File: config.mk
export PLATFORM = sky130hd
export DESIGN_NAME = gat_load_ctrl
export DESIGN_NICKNAME = d
export VERILOG_FILES = /design/src/rtl/gat_load_ctrl.sv
export SDC_FILE = /design/constraint.sdc
export NUM_CORES = 1
export LEC_CHECK = 0
export BUFFER_PORTS_ARGS = -buffer_cell sky130_fd_sc_hd__buf_2
export CAP_MARGIN = 10
export CORE_ASPECT_RATIO = 0.6
export CORE_UTILIZATION = 47
export CTS_BUF_LIST = sky130_fd_sc_hd__clkbuf_4 sky130_fd_sc_hd__clkbuf_8 sky130_fd_sc_hd__clkbuf_16
export DETAILED_ROUTE_END_ITERATION = 8
export PLACE_DENSITY = 0.68
export SLEW_MARGIN = 20
export SYNTH_ARGS = -nofsm -noshare
export SYNTH_HDL_FRONTEND = slang
export SYNTH_SLANG_ARGS = --single-unit
File: constraint.sdc
create_clock -name clk -period 3.1 [get_ports clk]
set_input_delay 0 -clock clk [delete_from_list [all_inputs] [get_ports clk]]
set_output_delay 0 -clock clk [all_outputs]
set_load 0.01 [all_outputs]
File: src/rtl/gat_load_ctrl.sv
// Host-to-BRAM load controller for the GAT accelerator: steers host writes onto
// NUM_CH BRAM channels, counts words per channel and sequences the core start.
module gat_load_ctrl #(
   parameter int TOP_WIDTH = 32,
   parameter int NUM_CH    = 3,
   parameter int ADDR_W    = 18,
   parameter int DATA_W    = 24,
   parameter int CNT_W     = 19,
   parameter int CH_W      = (NUM_CH > 1) ? $clog2(NUM_CH) : 1
) (
   input  logic                    clk,
   input  logic                    rst_n,
   input  logic                    load_start,
   input  logic                    abort,
   input  logic [NUM_CH*CNT_W-1:0] cfg_len,
   input  logic                    host_ena,
   input  logic                    host_wea,
   input  logic [CH_W-1:0]         host_ch,
   input  logic [ADDR_W+1:0]       host_addr,
   input  logic [TOP_WIDTH-1:0]    host_din,
   output logic [NUM_CH-1:0]       bram_we,
   output logic [ADDR_W-1:0]       bram_addr,
   output logic [DATA_W-1:0]       bram_din,
   output logic [NUM_CH-1:0]       ch_load_done,
   output logic                    core_start,
   input  logic                    core_done,
   output logic                    ctrl_busy,
   output logic                    ctrl_ready,
   output logic [2:0]              err_flags,
   output logic [TOP_WIDTH-1:0]    wr_count_dbg
);

   localparam logic [CH_W:0]        NUM_CH_L = (CH_W+1)'(NUM_CH);
   localparam logic [CNT_W-1:0]     CNT_ONE  = {{(CNT_W-1){1'b0}}, 1'b1};
   localparam logic [TOP_WIDTH-1:0] WR_ONE   = {{(TOP_WIDTH-1){1'b0}}, 1'b1};
   localparam logic [TOP_WIDTH-1:0] WR_MAX   = {TOP_WIDTH{1'b1}};

   typedef enum logic [2:0] {
      S_IDLE  = 3'd0,
      S_LOAD  = 3'd1,
      S_START = 3'd2,
      S_RUN   = 3'd3,
      S_DONE  = 3'd4
   } state_t;

   state_t                         r_state;
   state_t                         w_state_nxt;
   logic [NUM_CH-1:0][CNT_W-1:0]   r_cnt;
   logic [NUM_CH-1:0][CNT_W-1:0]   r_len;
   logic [NUM_CH-1:0][CNT_W-1:0]   w_cnt_nxt;
   logic [NUM_CH-1:0][CNT_W-1:0]   w_len_in;
   logic [NUM_CH-1:0]              r_done;
   logic [NUM_CH-1:0]              w_done_nxt;
   logic [NUM_CH-1:0]              w_we_nxt;
   logic                           w_restart;
   logic                           w_try;
   logic                           w_bad_ch;
   logic                           w_misalign;
   logic                           w_ovf;
   logic                           w_accept;
   logic [2:0]                     w_err_set;
   logic [NUM_CH-1:0]              r_we;
   logic [ADDR_W-1:0]              r_addr;
   logic [DATA_W-1:0]              r_din;
   logic                           r_core_start;
   logic                           r_busy;
   logic                           r_ready;
   logic [2:0]                     r_err;
   logic [TOP_WIDTH-1:0]           r_wr_cnt;

   generate
      if (DATA_W < TOP_WIDTH) begin : g_din_unused
         logic w_unused_din;
         assign w_unused_din = ^host_din[TOP_WIDTH-1:DATA_W];
      end
   endgenerate

   // Next-state decode; abort overrides every transition.
   always_comb begin
      w_state_nxt = r_state;
      if (abort) begin
         w_state_nxt = S_IDLE;
      end else begin
         case (r_state)
            S_IDLE:  w_state_nxt = load_start ? S_LOAD : S_IDLE;
            S_LOAD:  w_state_nxt = (&r_done) ? S_START : S_LOAD;
            S_START: w_state_nxt = S_RUN;
            S_RUN:   w_state_nxt = core_done ? S_DONE : S_RUN;
            S_DONE:  w_state_nxt = load_start ? S_LOAD : S_DONE;
            default: w_state_nxt = S_IDLE;
         endcase
      end
   end

   // Host write qualification with prioritised drop reasons.
   always_comb begin
      w_restart  = load_start & ~abort & ((r_state == S_IDLE) | (r_state == S_DONE));
      w_try      = (r_state == S_LOAD) & ~abort & host_ena & host_wea;
      w_bad_ch   = ({1'b0, host_ch} >= NUM_CH_L);
      w_misalign = (host_addr[1:0] != 2'b00);
      w_ovf      = 1'b0;
      for (int i = 0; i < NUM_CH; i++) begin
         w_ovf = w_ovf | ((host_ch == CH_W'(i)) & (r_cnt[i] == r_len[i]));
      end
      w_accept     = w_try & ~w_bad_ch & ~w_misalign & ~w_ovf;
      w_err_set[0] = w_try & w_bad_ch;
      w_err_set[1] = w_try & ~w_bad_ch & w_misalign;
      w_err_set[2] = w_try & ~w_bad_ch & ~w_misalign & w_ovf;
   end

   // Per-channel strobe, word count and done bit; done tracks the post-update count.
   always_comb begin
      w_we_nxt   = {NUM_CH{1'b0}};
      w_cnt_nxt  = r_cnt;
      w_done_nxt = r_done;
      w_len_in   = '{default: {CNT_W{1'b0}}};
      for (int i = 0; i < NUM_CH; i++) begin
         w_len_in[i] = cfg_len[i*CNT_W +: CNT_W];
         w_we_nxt[i] = w_accept & (host_ch == CH_W'(i));
         if (abort) begin
            w_cnt_nxt[i]  = {CNT_W{1'b0}};
            w_done_nxt[i] = 1'b0;
         end else if (w_restart) begin
            w_cnt_nxt[i]  = {CNT_W{1'b0}};
            w_done_nxt[i] = (w_len_in[i] == {CNT_W{1'b0}});
         end else if (w_we_nxt[i]) begin
            w_cnt_nxt[i]  = r_cnt[i] + CNT_ONE;
            w_done_nxt[i] = ((r_cnt[i] + CNT_ONE) == r_len[i]);
         end else begin
            w_cnt_nxt[i]  = r_cnt[i];
            w_done_nxt[i] = r_done[i];
         end
      end
   end

   // State register.
   always_ff @(posedge clk or negedge rst_n) begin
      if (!rst_n) r_state <= S_IDLE;
      else        r_state <= w_state_nxt;
   end

   // Channel counters, done bits and lengths latched at load start.
   always_ff @(posedge clk or negedge rst_n) begin
      if (!rst_n) begin
         r_cnt  <= '{default: {CNT_W{1'b0}}};
         r_len  <= '{default: {CNT_W{1'b0}}};
         r_done <= {NUM_CH{1'b0}};
      end else begin
         r_cnt  <= w_cnt_nxt;
         r_done <= w_done_nxt;
         if (w_restart) r_len <= w_len_in;
         else           r_len <= r_len;
      end
   end

   // Registered BRAM write port; address and data hold between accepted writes.
   always_ff @(posedge clk or negedge rst_n) begin
      if (!rst_n) begin
         r_we   <= {NUM_CH{1'b0}};
         r_addr <= {ADDR_W{1'b0}};
         r_din  <= {DATA_W{1'b0}};
      end else begin
         r_we <= w_we_nxt;
         if (w_accept) begin
            r_addr <= host_addr[ADDR_W+1:2];
            r_din  <= host_din[DATA_W-1:0];
         end else begin
            r_addr <= r_addr;
            r_din  <= r_din;
         end
      end
   end

   // Control outputs decoded from the next state so they line up with the state.
   always_ff @(posedge clk or negedge rst_n) begin
      if (!rst_n) begin
         r_core_start <= 1'b0;
         r_busy       <= 1'b0;
         r_ready      <= 1'b0;
      end else begin
         r_core_start <= (w_state_nxt == S_START);
         r_busy       <= (w_state_nxt == S_LOAD) | (w_state_nxt == S_START) |
                         (w_state_nxt == S_RUN);
         r_ready      <= (w_state_nxt == S_DONE);
      end
   end

   // Sticky error flags and saturating accepted-write counter, cleared on restart.
   always_ff @(posedge clk or negedge rst_n) begin
      if (!rst_n) begin
         r_err    <= 3'b000;
         r_wr_cnt <= {TOP_WIDTH{1'b0}};
      end else if (w_restart) begin
         r_err    <= 3'b000;
         r_wr_cnt <= {TOP_WIDTH{1'b0}};
      end else begin
         r_err <= r_err | w_err_set;
         if (w_accept && (r_wr_cnt != WR_MAX)) r_wr_cnt <= r_wr_cnt + WR_ONE;
         else                                  r_wr_cnt <= r_wr_cnt;
      end
   end

   assign bram_we      = r_we;
   assign bram_addr    = r_addr;
   assign bram_din     = r_din;
   assign ch_load_done = r_done;
   assign core_start   = r_core_start;
   assign ctrl_busy    = r_busy;
   assign ctrl_ready   = r_ready;
   assign err_flags    = r_err;
   assign wr_count_dbg = r_wr_cnt;

endmodule

# ---- After elaboration in Yosys (flattened, before gate mapping)
# Cells that the tools add are included.
dict set report classes {
  eq_ne 17
  order_cmp 1
  n_bitwise 27
  add_sub_neg 4
  n_mux 27
  reduce_logical 12
}
# operator count
set ops {}
lappend ops {{2-to-1 mux 19 bit} 9}
lappend ops {{== test 19 bit} 6}
lappend ops {{2-to-1 mux 32 bit} 2}
lappend ops {{adder 19 x 1 -> 19 bit, second input constant} 3}
lappend ops {{logical NOT 19 bit} 3}
lappend ops {{adder 32 x 1 -> 32 bit, second input constant} 1}
lappend ops {{inequality test 32 bit, second input constant} 1}
lappend ops {{bitwise AND 1 bit} 17}
lappend ops {{case mux 3 bit (5 select lines)} 1}
lappend ops {{== test 3 x 2 -> 1 bit, second input constant} 4}
lappend ops {{2-to-1 mux 3 bit} 4}
lappend ops {{2-to-1 mux 1 bit} 10}
lappend ops {{nonzero test 3 bit} 3}
lappend ops {{== test 3 x 1 -> 1 bit, second input constant} 2}
lappend ops {{== test 3 bit, second input constant} 2}
lappend ops {{OR 1 bit} 5}
lappend ops {{inverter 1 bit} 4}
lappend ops {{nonzero test 2 bit} 2}
lappend ops {{logical NOT 3 bit} 1}
lappend ops {{OR 3 bit} 1}
lappend ops {{AND reduction 3 bit} 1}
lappend ops {{== test 2 x 1 -> 1 bit, second input constant} 1}
lappend ops {{== test 2 bit, second input constant} 1}
lappend ops {{greater-or-equal comparator 2 bit, second input constant} 1}
lappend ops {{3 further kinds} 3}
dict set report totals {
  regBits 203
  input_bits 118
  elab_cells 106
}

# ---- Depth between registers and ports, before layout
dict set report logic_depth {
  word_depth 11
  ltp_mapped 12
}

# ---- Worst setup path before layout
# No wires, ideal clock.
dict set report synth_path {
  path_type {reg2reg}
  start {reg r_cnt[43] in the netlist's numbering}
  end {reg r_addr[0], in the netlist bram_addr[0]}
  required_time_ns 2.975
  arrival_ns 2.696
  path_slack_ns 0.279
  path_stages_with_launch 11
  setup_ns 0.125
  cell_sequence {dfrtp_1 buf_6 xor2_1 or4b_1 or3_1 o21a_1 or3b_1 buf_4 buf_2 buf_4 mux2_2}
}
dict set report synth_between {
  elab_chain_cells 5
}
# item line
set synth_rtl {}
lappend synth_rtl {{start, declared} 48} ;# logic [NUM_CH-1:0][CNT_W-1:0] r_cnt;
lappend synth_rtl {{start signal, assigned} 149} ;# r_cnt <= w_cnt_nxt;
lappend synth_rtl {{== test 19 bit} 103} ;# w_ovf = w_ovf | ((host_ch == CH_W'(i)) & (r_cnt[i] == r_len[i]));
lappend synth_rtl {{bitwise AND 1 bit} 103}
lappend synth_rtl {{OR 1 bit} 103}
lappend synth_rtl {{inverter 1 bit} 105} ;# w_accept = w_try & ~w_bad_ch & ~w_misalign & ~w_ovf;
lappend synth_rtl {{bitwise AND 1 bit} 105}
lappend synth_rtl {{end signal, assigned} 160} ;# r_addr <= {ADDR_W{1'b0}};
lappend synth_rtl {{end signal, assigned} 165} ;# r_addr <= host_addr[ADDR_W+1:2];
lappend synth_rtl {{end signal, assigned} 168} ;# r_addr <= r_addr;
lappend synth_rtl {{end, declared} 63} ;# logic [ADDR_W-1:0] r_addr;
# No other way between the ends.
# A chain may end at the register's enable or synchronous reset.

# ---- Final worst setup path
dict set report layout_path {
  start {reg r_len[51] in the netlist's numbering}
  end {reg r_addr[9], in the netlist bram_addr[9]}
}
dict set report layout_between {
  elab_chain_cells 5
}
# item line
set layout_rtl {}
lappend layout_rtl {{start, declared} 49} ;# logic [NUM_CH-1:0][CNT_W-1:0] r_len;
lappend layout_rtl {{start signal, assigned} 151} ;# if (w_restart) r_len <= w_len_in;
lappend layout_rtl {{start signal, assigned} 152} ;# else r_len <= r_len;
lappend layout_rtl {{== test 19 bit} 103}
lappend layout_rtl {{bitwise AND 1 bit} 103}
lappend layout_rtl {{OR 1 bit} 103}
lappend layout_rtl {{inverter 1 bit} 105}
lappend layout_rtl {{bitwise AND 1 bit} 105}
# No other way between the ends.

==> metrics.yaml <==
status: "finished, final reports clean"
arrival_ns: 3.39
clock-root-buffer: "clkbuf_16"
start_util: 0.483
dr.pass1.iters: 7
overflow: 0
wl_um: 34700
clkSinkCount: 203
place.detailed.hpwl_um: 23700
first_iter_violations: 997
crit_type: "flop to flop"
yosysWarnings: 0
num_io_pins: 204
end_kind: "flop"
finClkSkew_ns: 0.0126
worst_slew_pin_slew_ns: 1.03
finish.net_count: 1702
area_growth_pct: 30.7
die_y_um: 122
numCtsBuffers: 21
ir_drop_mv: 0.326
ff_latch_area_um2: 5080
clockBufferDepth: 3
synthArstFlopShare: 1.00
wl_per_cell_um: 18.2
max_stage_delay_ns: 0.53
multi_input_area_um2: 5820
grt_pass1_vias: 10200
min_to: "r_cnt[8]"
insertion_delay_ns: 0.52
r2r_slack_ns: 0.11
hold_path_class: "primary input to flop"
rsz0062_at_grt: "false"
synth-edff-count: 0
cp_max_fo: 31
gr-usage-all-layers: 0.285
synthTopCellsByCount: "nand2_1 (257), dfrtp_1 (203), nor2_1 (87)"
crit_path_cell_trace: "xor2_1 -> or4b_1 -> or3_1 -> o21a_1 -> or3b_4 -> buf_12 -> buf_4 -> mux2_2"
cp-start-kind: "flop"
synth_area_leader_cell: "dfrtp_1"
grt_max_degree: 71
reg2reg_depth: 8
port_buffers: 195
cts_tree: "built"
timing.rr.end: "bram_addr[9]"
cellPowerDensity_nw_per_um2: 460
crit_required_ns: 3.50
fin_hold_ws_ns: 0.0429
synth_area_um2: 11300
slew_headroom: 0.309
max_cap_violations: 0
crit_family: "simple AND/OR/NAND/NOR gates"
antenna_left: 0
h-tree-depth: 1
netlist.area_leader.share: 0.451
ys_types: 71
die_area_um2: 24600
r2r_start: "r_len[51]"
gp_congestion: 0.965
tns_ns: 0
vias: 10500
coreArea_um2: 23300
netlist_top_cells_area: "dfrtp_1 (45%), nand2_1 (8.6%), xnor2_1 (6.7%)"
slew_violations: 0
ys_ff_latch: 203
leakagePower_nw: 6.92
fmax_mhz: 334
setup_viol: 0
num_rows: 43
cts_setup_buffers: 0
fin_crit_ns: 2.99
fillers: 1914
finalHoldViolCount: 0
yosysMostFrequentCell: "nand2_1"
hold_depth: 3
drc: 0
grt_pass1_wl_um: 55000
hp-start: "host_ch[0]"
slowest_stage: "or4b_1"
drive_above_1_share: 0.233
path_buf_inv: 2
postLayoutCoreUtil: 0.632
syn_nets: 1374
vias_per_cell: 5.51
die_x_um: 202
min_period_over_period: 0.965
synthCells: 1252
synth-main-ff-cell: "dfrtp_1"
ys_seq_area_frac: 0.451
avgSynthCellArea_um2: 8.99
antenna_found_initial: 1
cts.reportedPaths.clkPinSlew_ns: 0.06
==> cells in the final DEF (no fill, tap or decap), types with 9 or more instances in the layout <==
cell           synthesis  layout
o21ai_0               37      36
inv_1                 16      16
buf_4                  7      62
o31ai_1               10      10
xnor2_1               86      86
or3_1                 19      19
mux2i_1               10      10
buf_2                  7     194
a21oi_1               35      35
nand3_1               65      65
and3_1                10      10
dlygate4sd3_1          0     111
nor2b_1                9       9
nor4_1                32      31
xor2_1                41      41
nand4_1               36      36
nor3_1                42      42
clkbuf_16              0      21
or2_2                 10      10
nand2b_1              14      14
mux2_2                43      43
o211ai_1              10      10
nand2_1              257     257
dfrtp_1              203     203
nor2_1                87      85
==> flip-flops by register name, summed over array words and instances (netlist names) <==
name / cells
bram_we: 3
core_start: 1
ctrl_busy: 1
r_state: 3
ctrl_ready: 1
r_cnt: 57
ch_load_done: 3
bram_addr: 18
r_len: 57
bram_din: 24
wr_count_dbg: 32
err_flags: 3
==> worst register-to-register path, stage by stage, from the launching register on <==
cell	delay [ns]
dfrtp_1	0.44
xor2_1	0.19
or4b_1	0.53
or3_1	0.43
o21a_1	0.24
or3b_4	0.31
buf_12	0.22
buf_4	0.19
mux2_2	0.34
==> power by group <==
part / total [W] / internal [W] / switching [W] / leakage [nW]
Sequential: 0.00305 / 0.00285 / 0.000194 / 2.72
Combinational: 0.00113 / 0.000533 / 0.000597 / 3.84
Clock: 0.00259 / 0.00151 / 0.00107 / 0.357
Total: 0.00677 / 0.00490 / 0.00187 / 6.92
==> per-stage QoR <==
step	std cells	area, µm²	worst slack (ns)	power [W]
4_1_cts	1910	14700	0.105	0.00679
6_report	1912	14700	0.109	0.00677
3_3_place_gp	1761	12900	0.154	0.00405
3_5_place_dp	1761	12900	0.134	0.00408
5_1_grt	1910	14700	0.00846	0.00705
2_1_floorplan	1252	11300	0.279	0.00362
==> how the worst max path moves through the flow <==
stage / slack [ns] / start / endpoint / depth (start not counted)
detailed placement: 0.13 / r_len[51] / r_cnt[25] / 9
floorplan: 0.28 / r_cnt[43] / bram_addr[0] / 10
finish: 0.11 / r_len[51] / bram_addr[9] / 8
CTS: 0.11 / r_cnt[40] / r_cnt[25] / 9
global route: 0.008 / r_cnt[40] / bram_addr[9] / 8
global placement: 0.15 / r_len[51] / r_cnt[27] / 9
==> final cells by class <==
class                   instances  share of cell area
diodes                          2            0.000340
clock buffers                  28              0.0401
clock inverters                10             0.00731
inverters                      16             0.00408
multi-input cells             965               0.395
flip-flops and latches        203               0.345
well taps                     315              0.0268
repair buffers                373               0.181
==> repair_timing <==
action / in CTS / in global routing
endpoints found under the hold margin: 176 / 0
gates resized for setup: 0 / 4
setup endpoints to repair: 0 / 11
hold buffers: 111 / 0
==> cells by family (layout without fill, tap and decap cells) <==
| family | Yosys count | in the layout | share of synthesized area |
|---|---|---|---|
| and+or+nand+nor | 635 | 635 | 0.275 |
| AOI/OAI and AO/OA | 146 | 146 | 0.0848 |
| DFF | 203 | 203 | 0.451 |
| buffers and inverters | 84 | 427 | 0.0338 |
| other | 0 | 2 | 0 |
| adders and majority gates | 4 | 4 | 0.00445 |
| muxes | 53 | 53 | 0.0519 |
| xor gates and xnor gates | 127 | 127 | 0.0988 |
==> per-layer routing <==
| layer | global-route usage | vias to the layer above | part of all wire |
|---|---|---|---|
| li1 | - | 5023 | - |
| met1 | 0.420 | 5051 | 0.46 |
| met2 | 0.415 | 402 | 0.43 |
| met3 | 0.0717 | 55 | 0.089 |
| met4 | 0.0743 | 0 | 0.022 |
| met5 | 0 | - | 0 |
(Power assumes the default switching activity.)
